--- src/rtl/rr_grant_fsm.sv ---
// Round-robin grant FSM: one registered one-hot grant at a time, fair rotation,
// and optional forced rotation after MAX_HOLD cycles when other requesters wait.
module rr_grant_fsm #(
    parameter int NUM_REQ  = 4,
    parameter int MAX_HOLD = 8
) (
    input  logic                       clock,
    input  logic                       reset,
    input  logic [NUM_REQ-1:0]         req,
    output logic [NUM_REQ-1:0]         gnt,
    output logic                       gnt_valid,
    output logic [$clog2(NUM_REQ)-1:0] gnt_id,
    output logic                       preempt
);
    localparam int ID_W  = $clog2(NUM_REQ);
    localparam int TEN_W = (MAX_HOLD < 1) ? 1 : $clog2(MAX_HOLD + 1);
    localparam logic [TEN_W-1:0] TEN_MAX    = TEN_W'(MAX_HOLD);
    localparam logic [ID_W-1:0]  LAST_ID    = ID_W'(NUM_REQ - 1);
    localparam bit               PREEMPT_EN = (MAX_HOLD != 0);

    typedef enum logic [1:0] {
        IDLE  = 2'b01,
        GRANT = 2'b10
    } state_t;

    state_t             state_q, state_d;
    logic [NUM_REQ-1:0] gnt_q, gnt_d;
    logic               gnt_valid_q, gnt_valid_d;
    logic [ID_W-1:0]    gnt_id_q, gnt_id_d;
    logic               preempt_q, preempt_d;
    logic [ID_W-1:0]    ptr_q, ptr_d;
    logic [TEN_W-1:0]   tenure_q, tenure_d;

    logic [ID_W-1:0]    sel;
    logic               found;
    int                 idx;
    logic               owner_req;
    logic               others_req;

    // First active requester at or above ptr, wrapping from the top index back to 0.
    always_comb begin
        sel   = '0;
        found = 1'b0;
        idx   = 0;
        for (int i = 0; i < NUM_REQ; i++) begin
            idx = int'(ptr_q) + i;
            if (idx >= NUM_REQ) begin
                idx = idx - NUM_REQ;
            end
            if (!found && req[ID_W'(idx)]) begin
                found = 1'b1;
                sel   = ID_W'(idx);
            end
        end
    end

    assign owner_req  = req[gnt_id_q];
    assign others_req = |(req & ~gnt_q);

    always_comb begin
        state_d     = state_q;
        gnt_d       = gnt_q;
        gnt_valid_d = gnt_valid_q;
        gnt_id_d    = gnt_id_q;
        preempt_d   = 1'b0;
        ptr_d       = ptr_q;
        tenure_d    = tenure_q;

        case (state_q)
            IDLE: begin
                gnt_d       = '0;
                gnt_valid_d = 1'b0;
                if (found) begin
                    gnt_d[sel]  = 1'b1;
                    gnt_valid_d = 1'b1;
                    gnt_id_d    = sel;
                    tenure_d    = TEN_W'(1);
                    ptr_d       = (sel == LAST_ID) ? '0 : sel + 1'b1;
                    state_d     = GRANT;
                end
            end
            GRANT: begin
                // Release is checked first so a dropping owner never reports preempt.
                if (!owner_req) begin
                    gnt_d       = '0;
                    gnt_valid_d = 1'b0;
                    state_d     = IDLE;
                end else if (PREEMPT_EN && tenure_q == TEN_MAX && others_req) begin
                    gnt_d       = '0;
                    gnt_valid_d = 1'b0;
                    preempt_d   = 1'b1;
                    state_d     = IDLE;
                end else if (PREEMPT_EN && tenure_q != TEN_MAX) begin
                    tenure_d = tenure_q + 1'b1;
                end
            end
            default: begin
                gnt_d       = '0;
                gnt_valid_d = 1'b0;
                state_d     = IDLE;
            end
        endcase
    end

    always_ff @(posedge clock or posedge reset) begin
        if (reset) begin
            state_q     <= IDLE;
            gnt_q       <= '0;
            gnt_valid_q <= 1'b0;
            gnt_id_q    <= '0;
            preempt_q   <= 1'b0;
            ptr_q       <= '0;
            tenure_q    <= '0;
        end else begin
            state_q     <= state_d;
            gnt_q       <= gnt_d;
            gnt_valid_q <= gnt_valid_d;
            gnt_id_q    <= gnt_id_d;
            preempt_q   <= preempt_d;
            ptr_q       <= ptr_d;
            tenure_q    <= tenure_d;
        end
    end

    assign gnt       = gnt_q;
    assign gnt_valid = gnt_valid_q;
    assign gnt_id    = gnt_id_q;
    assign preempt   = preempt_q;

endmodule

--- config.mk ---
export PLATFORM = sky130hd
export DESIGN_NAME = rr_grant_fsm
export DESIGN_NICKNAME = d
export VERILOG_FILES = /design/src/rtl/rr_grant_fsm.sv
export SDC_FILE = /design/constraint.sdc
export NUM_CORES = 1
export LEC_CHECK = 0
export CAP_MARGIN = 0
export CELL_PAD_IN_SITES_DETAIL_PLACEMENT = 1
export CELL_PAD_IN_SITES_GLOBAL_PLACEMENT = 2
export CORE_MARGIN = 1.5
export CORE_UTILIZATION = 25
export DETAILED_ROUTE_END_ITERATION = 7
export GPL_ROUTABILITY_DRIVEN = 0
export GPL_TIMING_DRIVEN = 0
export PLACE_DENSITY = 0.63
export SYNTH_ARGS = -nofsm -noshare
export SYNTH_HDL_FRONTEND = slang
export SYNTH_SLANG_ARGS = --single-unit
export TNS_END_PERCENT = 5
--- constraint.sdc ---
create_clock -name clock -period 1.8 [get_ports clock]
set_input_delay 0.27 -clock clock [delete_from_list [all_inputs] [get_ports clock]]
set_output_delay 0.27 -clock clock [all_outputs]
set_load 0.02 [all_outputs]
After elaboration in Yosys (flattened, before gate mapping)
Cells that the tools add are included.

operators by class
  $add $sub $neg = 9
  multipliers = 0
  divide/modulo/power cells = 0
  magnitude comparators = 11
  eq/ne operators = 10
  shift operators = 0
  multiplexer cells = 49
  bitwise logic cells = 2
  reduce and logical (&&, ||, !) cells = 13

operators by type and width
  operator               number
  $mux W4                7
  $mux W2                12
  $mux W1                20
  $lt A2 B4 Y1 const B   4
  $pmux W4 S2            2
  $bmux W1 S2            5
  $ge A3 B3 Y1 const B   3
  $ne A2 B2 Y1 const B   4
  $sub A2 B1 Y2 const B  4
  $add A2 B2 Y3 const B  2
  $lt A2 B3 Y1 const B   2
  $logic_and A1 B1 Y1    5
  $reduce_and A5 Y1      1
  $add A4 B1 Y4 const B  1
  $and A4 B4 Y4          1
  $eq A2 B2 Y1 const B   2
  $eq A4 B4 Y1 const B   1
  $ne A4 B4 Y1 const B   1
  $not A4 Y4             1
  $pmux W2 S2            1
  $reduce_and A2 Y1      2
  $reduce_or A4 Y1       1
  $add A2 B1 Y3 const B  1
  $ge A2 B3 Y1 const B   1
  other kinds (8)        10

word-level totals
  register bits after elaboration = 16
  bits in latches = 0
  memory bits (writable) = 0
  bits in read-only memories = 0
  input bits = 6
  memories kept = 0

Logic depth before layout (Yosys ltp)
  word-level depth = 21
  depth in mapped cells = 7
  gate-level depth less buffers = 6

Worst setup path before layout
Ideal clock, no wire load.

  path kind = reg-to-reg
  start = register gnt_id_q[0], in the netlist gnt_id[0]
  end = register state_q[1]
  data arrival time = 1.482 ns
  data required time = 1.676 ns
  slack = 0.194 ns
  cell stages (with the launch flop) = 6
  path buffers = 1
  period minus slack after synthesis = 1.606 ns
  cell sequence = dfrtp_1 -> mux2_4 -> a22o_1 -> and2_1 -> buf_6 -> or2_1

on the way
  cells in the longest elaborated chain, start to end = 4

ends and longest elaborated chain
  element                                                  RTL line  source
  from (decl)                                              29        logic [ID_W-1:0] gnt_id_q, gnt_id_d;
  from (signal assigned)                                   118       gnt_id_q <= gnt_id_d;
  $bmux W1 S2 *                                            57        assign owner_req = req[gnt_id_q];
  $mux W1 (implied by the code) *                          57
  $mux W2 / $ne A3 B3 Y1 (equally long branches)           -
  $pmux W2 S2 / $reduce_and A2 Y1 (equally long branches)  -
  to (signal assigned)                                     115       state_q <= state_d;
  to (decl)                                                26        state_t state_q, state_d;

Every way passes the cells marked *; elsewhere a longest branch is shown, timed or not. The select of a mux whose other input is x is not followed.
A chain may end at the register's enable or synchronous reset.

Final worst setup path
  start = input req[3]
  end = register gnt_q[0], in the netlist gnt[0]

on the way
  cells in the longest elaborated chain, start to end = 19

ends and longest elaborated chain
  element                                                                    RTL line  source
  from (decl)                                                                9         input logic [NUM_REQ-1:0] req,
  $bmux W1 S2                                                                50        if (!found && req[ID_W'(idx)]) begin
  $mux W1 (implied by the code) (2 in series)                                50
  $mux W1                                                                    50
  $logic_not A1 Y1                                                           50
  $logic_and A1 B1 Y1                                                        50
  $mux W1                                                                    50
  $logic_not A1 Y1                                                           50
  $logic_and A1 B1 Y1                                                        50
  [3 not listed]                                                             -
  $mux W2 *                                                                  50
  net sel[0]                                                                 34        logic [ID_W-1:0] sel;
  $lt A2 B3 Y1 (implied by the code) / $ge A2 B1 Y1 (equally long branches)  74        gnt_d[sel] = 1'b1;
  $logic_and A1 B1 Y1 (implied by the code)                                  74
  $mux W1 (implied by the code)                                              74
  $demux W1 S2 *                                                             74
  $mux W4 *                                                                  73        if (found) begin
  $pmux W4 S2 *                                                              69        case (state_q)
  to (signal assigned)                                                       116       gnt_q <= gnt_d;
  to (decl)                                                                  27        logic [NUM_REQ-1:0] gnt_q, gnt_d;

The timed path passes the listed nets; every way through them passes the cells marked *. The select of a mux whose other input is x is not followed.

==> results.tsv <==
metric	value	unit
GRT Max-Usage Layer	met2	
die width	64.1	um
GRT met2 Usage	0.204	
EDFF count, synth	0	
Final Hold Viols	0	
top-level I/O count	14	
final core utilization	0.337	
fin crit period	1.68	ns
Root Driver	clkbuf_8	
Clock power frac	0.178	
Skew-Pair Late Insertion Delay	0.25	ns
Worst path most repeated cell	a22o_1	
antenna fix cells	0	
setup TNS	0	ns
share of layout cells above drive strength 1	0.183	
gr ovfl total	0	
fin. max-slew vios	0	
final worst slack	0.124	ns
Cell variety after synth	32	
Area Growth Syn to Fin	31.1	%
Synth async-reset ratio	1.00	
initial antenna violation count	0	
clk slew on worst S/H paths	0.07	ns
Rel. slew slack	0.567	
Static Leak	0.558	nW
Sw Share	0.392	
post-route ant nets	0	
f_max	0.597	GHz
Critical Path Fanout Max	4	
overall routing resource usage	0.124	
CP arrival	1.81	ns
pin count of the biggest net entering global routing	17	
cell breakdown of the critical path	dlygate4sd2_1 > inv_2 > a22o_1 > a221oi_4 > inv_1 > ha_1 > a22o_1	
Final Cycle Share	0.931	
CTS tree	yes	
DIE AREA	0.00411	mm2
H-tree depth	1	
Post-synth top flop	dfrtp_1	
worst vdd ir	0.444	mV
vias in the first global route	785	
Placed Instances	150	
M3 GR Usage	0.0211	
Core Area	0.00363	mm2
most common library cells after synthesis	dfrtp_1, inv_1, a21oi_1	
WP data required	1.94	ns
ranking of synthesized cells by area	dfrtp_1, ha_1, a22o_1, a21oi_1, o41ai_2	
slowest stage delay, CP	0.34	ns
worst-case reg-to-reg path depth	7	
r2r startpoint	tenure_q[0]$_DFFE_PP0P_	
Crit. End Element	flop	
RSZ-0062 raised after global routing	false	
CP Class	input port to flop	
area leader, netlist	dfrtp_1	
maxcap violations	0	
non-filler instance count after layout	157	
number of synthesized register bits	16	
Synth Instances	89	
Num CTS Buffers	3	
register-to-register setup slack	0.13	ns
DR pass1 iterations	4	
Flop pwr share	0.354	
Routed WL	2310	um
syn_nets	101	
post-synthesis sequential area ratio	0.430	
Slowest-stage cell, CP	a221oi_4	
routed via count	750	
top cell family by delay on the critical path	compound AO/OA/AOI/OAI gates	
Buf+Inv Stages, Crit Path	3	
CTS Buffer Depth	2	
Clock Skew	0.00302	ns
nets	122	
Comb pwr share	0.469	
dpl hpwl	1750	um
worst r2r dst	state_q[1]$_DFFE_PP0P_	
status	finished clean	
# setup viols final	0	
Initial Util	0.257	
DRC violations left	0	
top-count cell post-synth	dfrtp_1	
Die Ht	64.1	um
I/O Buffers	13	
mapped cell area	935	um2
Sink Count	16	
Worst Tran Pin Value	0.649	ns
Hold WC Path Type	input port to async pin	
Synth top area share	0.402	
Pint	1.10	mW
critical path launch point type	input port	
pwr/cell area	1480	mW/mm2
row count	22	
Yosys warning count	0	
met1 usage	0.166	
first-pass GRT wire length	3840	um
vias per inst	4.78	
Post-Place Worst Slack	-0.523	ns
DR iter-0 viols	15	
post-synthesis area per instance	10.5	um2
WL/cell	14.7	um
Tot Pwr	1.81	mW
Switch Pwr	710	uW
[final cells by class]
type	count	area [um2]
fillers	428	2410
multi-input cells	62	503
inverters	9	33.8
plain buffers	2	16.3
well taps	48	60.1
repair buffers	16	155
flip-flops and latches	16	402
clock buffers	4	55.1
[logic make-up (layout without fill, tap and decap cells)]
logic type,after synthesis,in the layout,share of synthesized area
AO/OA/AOI/OAI,27,27,0.222
multiplexers,4,4,0.0562
flip-flops,16,16,0.430
adder cells (fa/ha/maj),6,6,0.0803
buffers and inverters,11,31,0.0535
AND/OR/NAND/NOR,25,25,0.158
[sequential cells by signal (all words and copies together), names as in the netlist]
name	count
gnt_id	2
gnt	4
preempt	1
gnt_valid	1
ptr_q	2
tenure_q	4
state_q	2
[routing by layer]
metal,up-vias,routed length (um),part of all wire
li1,356,-,-
met3,2,54,0.023
met2,12,1120,0.48
met4,0,19,0.0082
met1,380,1120,0.49
met5,-,0,0
[through the flow]
step | cell area (um2) | hold slack [ns]
after global placement | 1120 | 0.469
after detailed placement | 1120 | 0.469
final | 1220 | 0.410
after floorplan | 935 | 0.183
after CTS | 1210 | 0.432
after global routing | 1220 | 0.484
[power groups by stage]
stage | Combinational, mW | Clock, mW | Sequential [mW]
3_5_place_dp | 0.796 | 0 | 0.645
3_3_place_gp | 0.773 | 0 | 0.638
6_report | 0.850 | 0.322 | 0.642
5_1_grt | 0.936 | 0.353 | 0.667
2_1_floorplan | 0.457 | 0 | 0.686
4_1_cts | 0.859 | 0.331 | 0.643
[cells in the final DEF (no fill, tap or decap), types with 3 or more instances in the layout]
master,n
a21oi_1,5
nor2_1,6
buf_4,3
a22o_1,6
nor2b_1,5
clkbuf_8,4
ha_1,6
clkdlybuf4s50_1,9
o21ai_0,3
inv_1,8
dfrtp_1,15
[timing repair]
| item | 4_1_cts | 5_1_grt |
|---|---|---|
| buffers inserted | 3 | 0 |
| resized for setup | 4 | 4 |
| setup endpoints to repair | 6 | 10 |
| pin swaps | 2 | 0 |
| hold buffers | 0 | 0 |
[worst register-to-register path, delay by kind of cell (launching register included)]
family                   cells  cell delay, ns
AND/OR/NAND/NOR              3            0.64
flip-flops                   1            0.42
buffers and inverters        2            0.23
adder cells (fa/ha/maj)      1            0.16
AO/OA/AOI/OAI                1            0.11
[how the worst max path moves through the flow]
stage | cells after the start | slack, ns | startpoint | to
finish | 7 | 0.12 | req[3] | gnt[0]$_DFFE_PP0P_
global route | 6 | 0.03 | ptr_q[1]$_DFFE_PP0P_ | gnt[1]$_DFFE_PP0P_
CTS | 7 | 0.02 | req[1] | ptr_q[0]$_DFFE_PP0P_
detailed placement | 7 | -0.52 | req[3] | gnt[0]$_DFFE_PP0P_
global placement | 7 | -0.46 | req[3] | gnt[0]$_DFFE_PP0P_
floorplan | 5 | 0.19 | gnt_id[0]$_DFFE_PP0P_ | state_q[1]$_DFFE_PP0P_
Note: power is estimated with default switching activity, not from simulation.
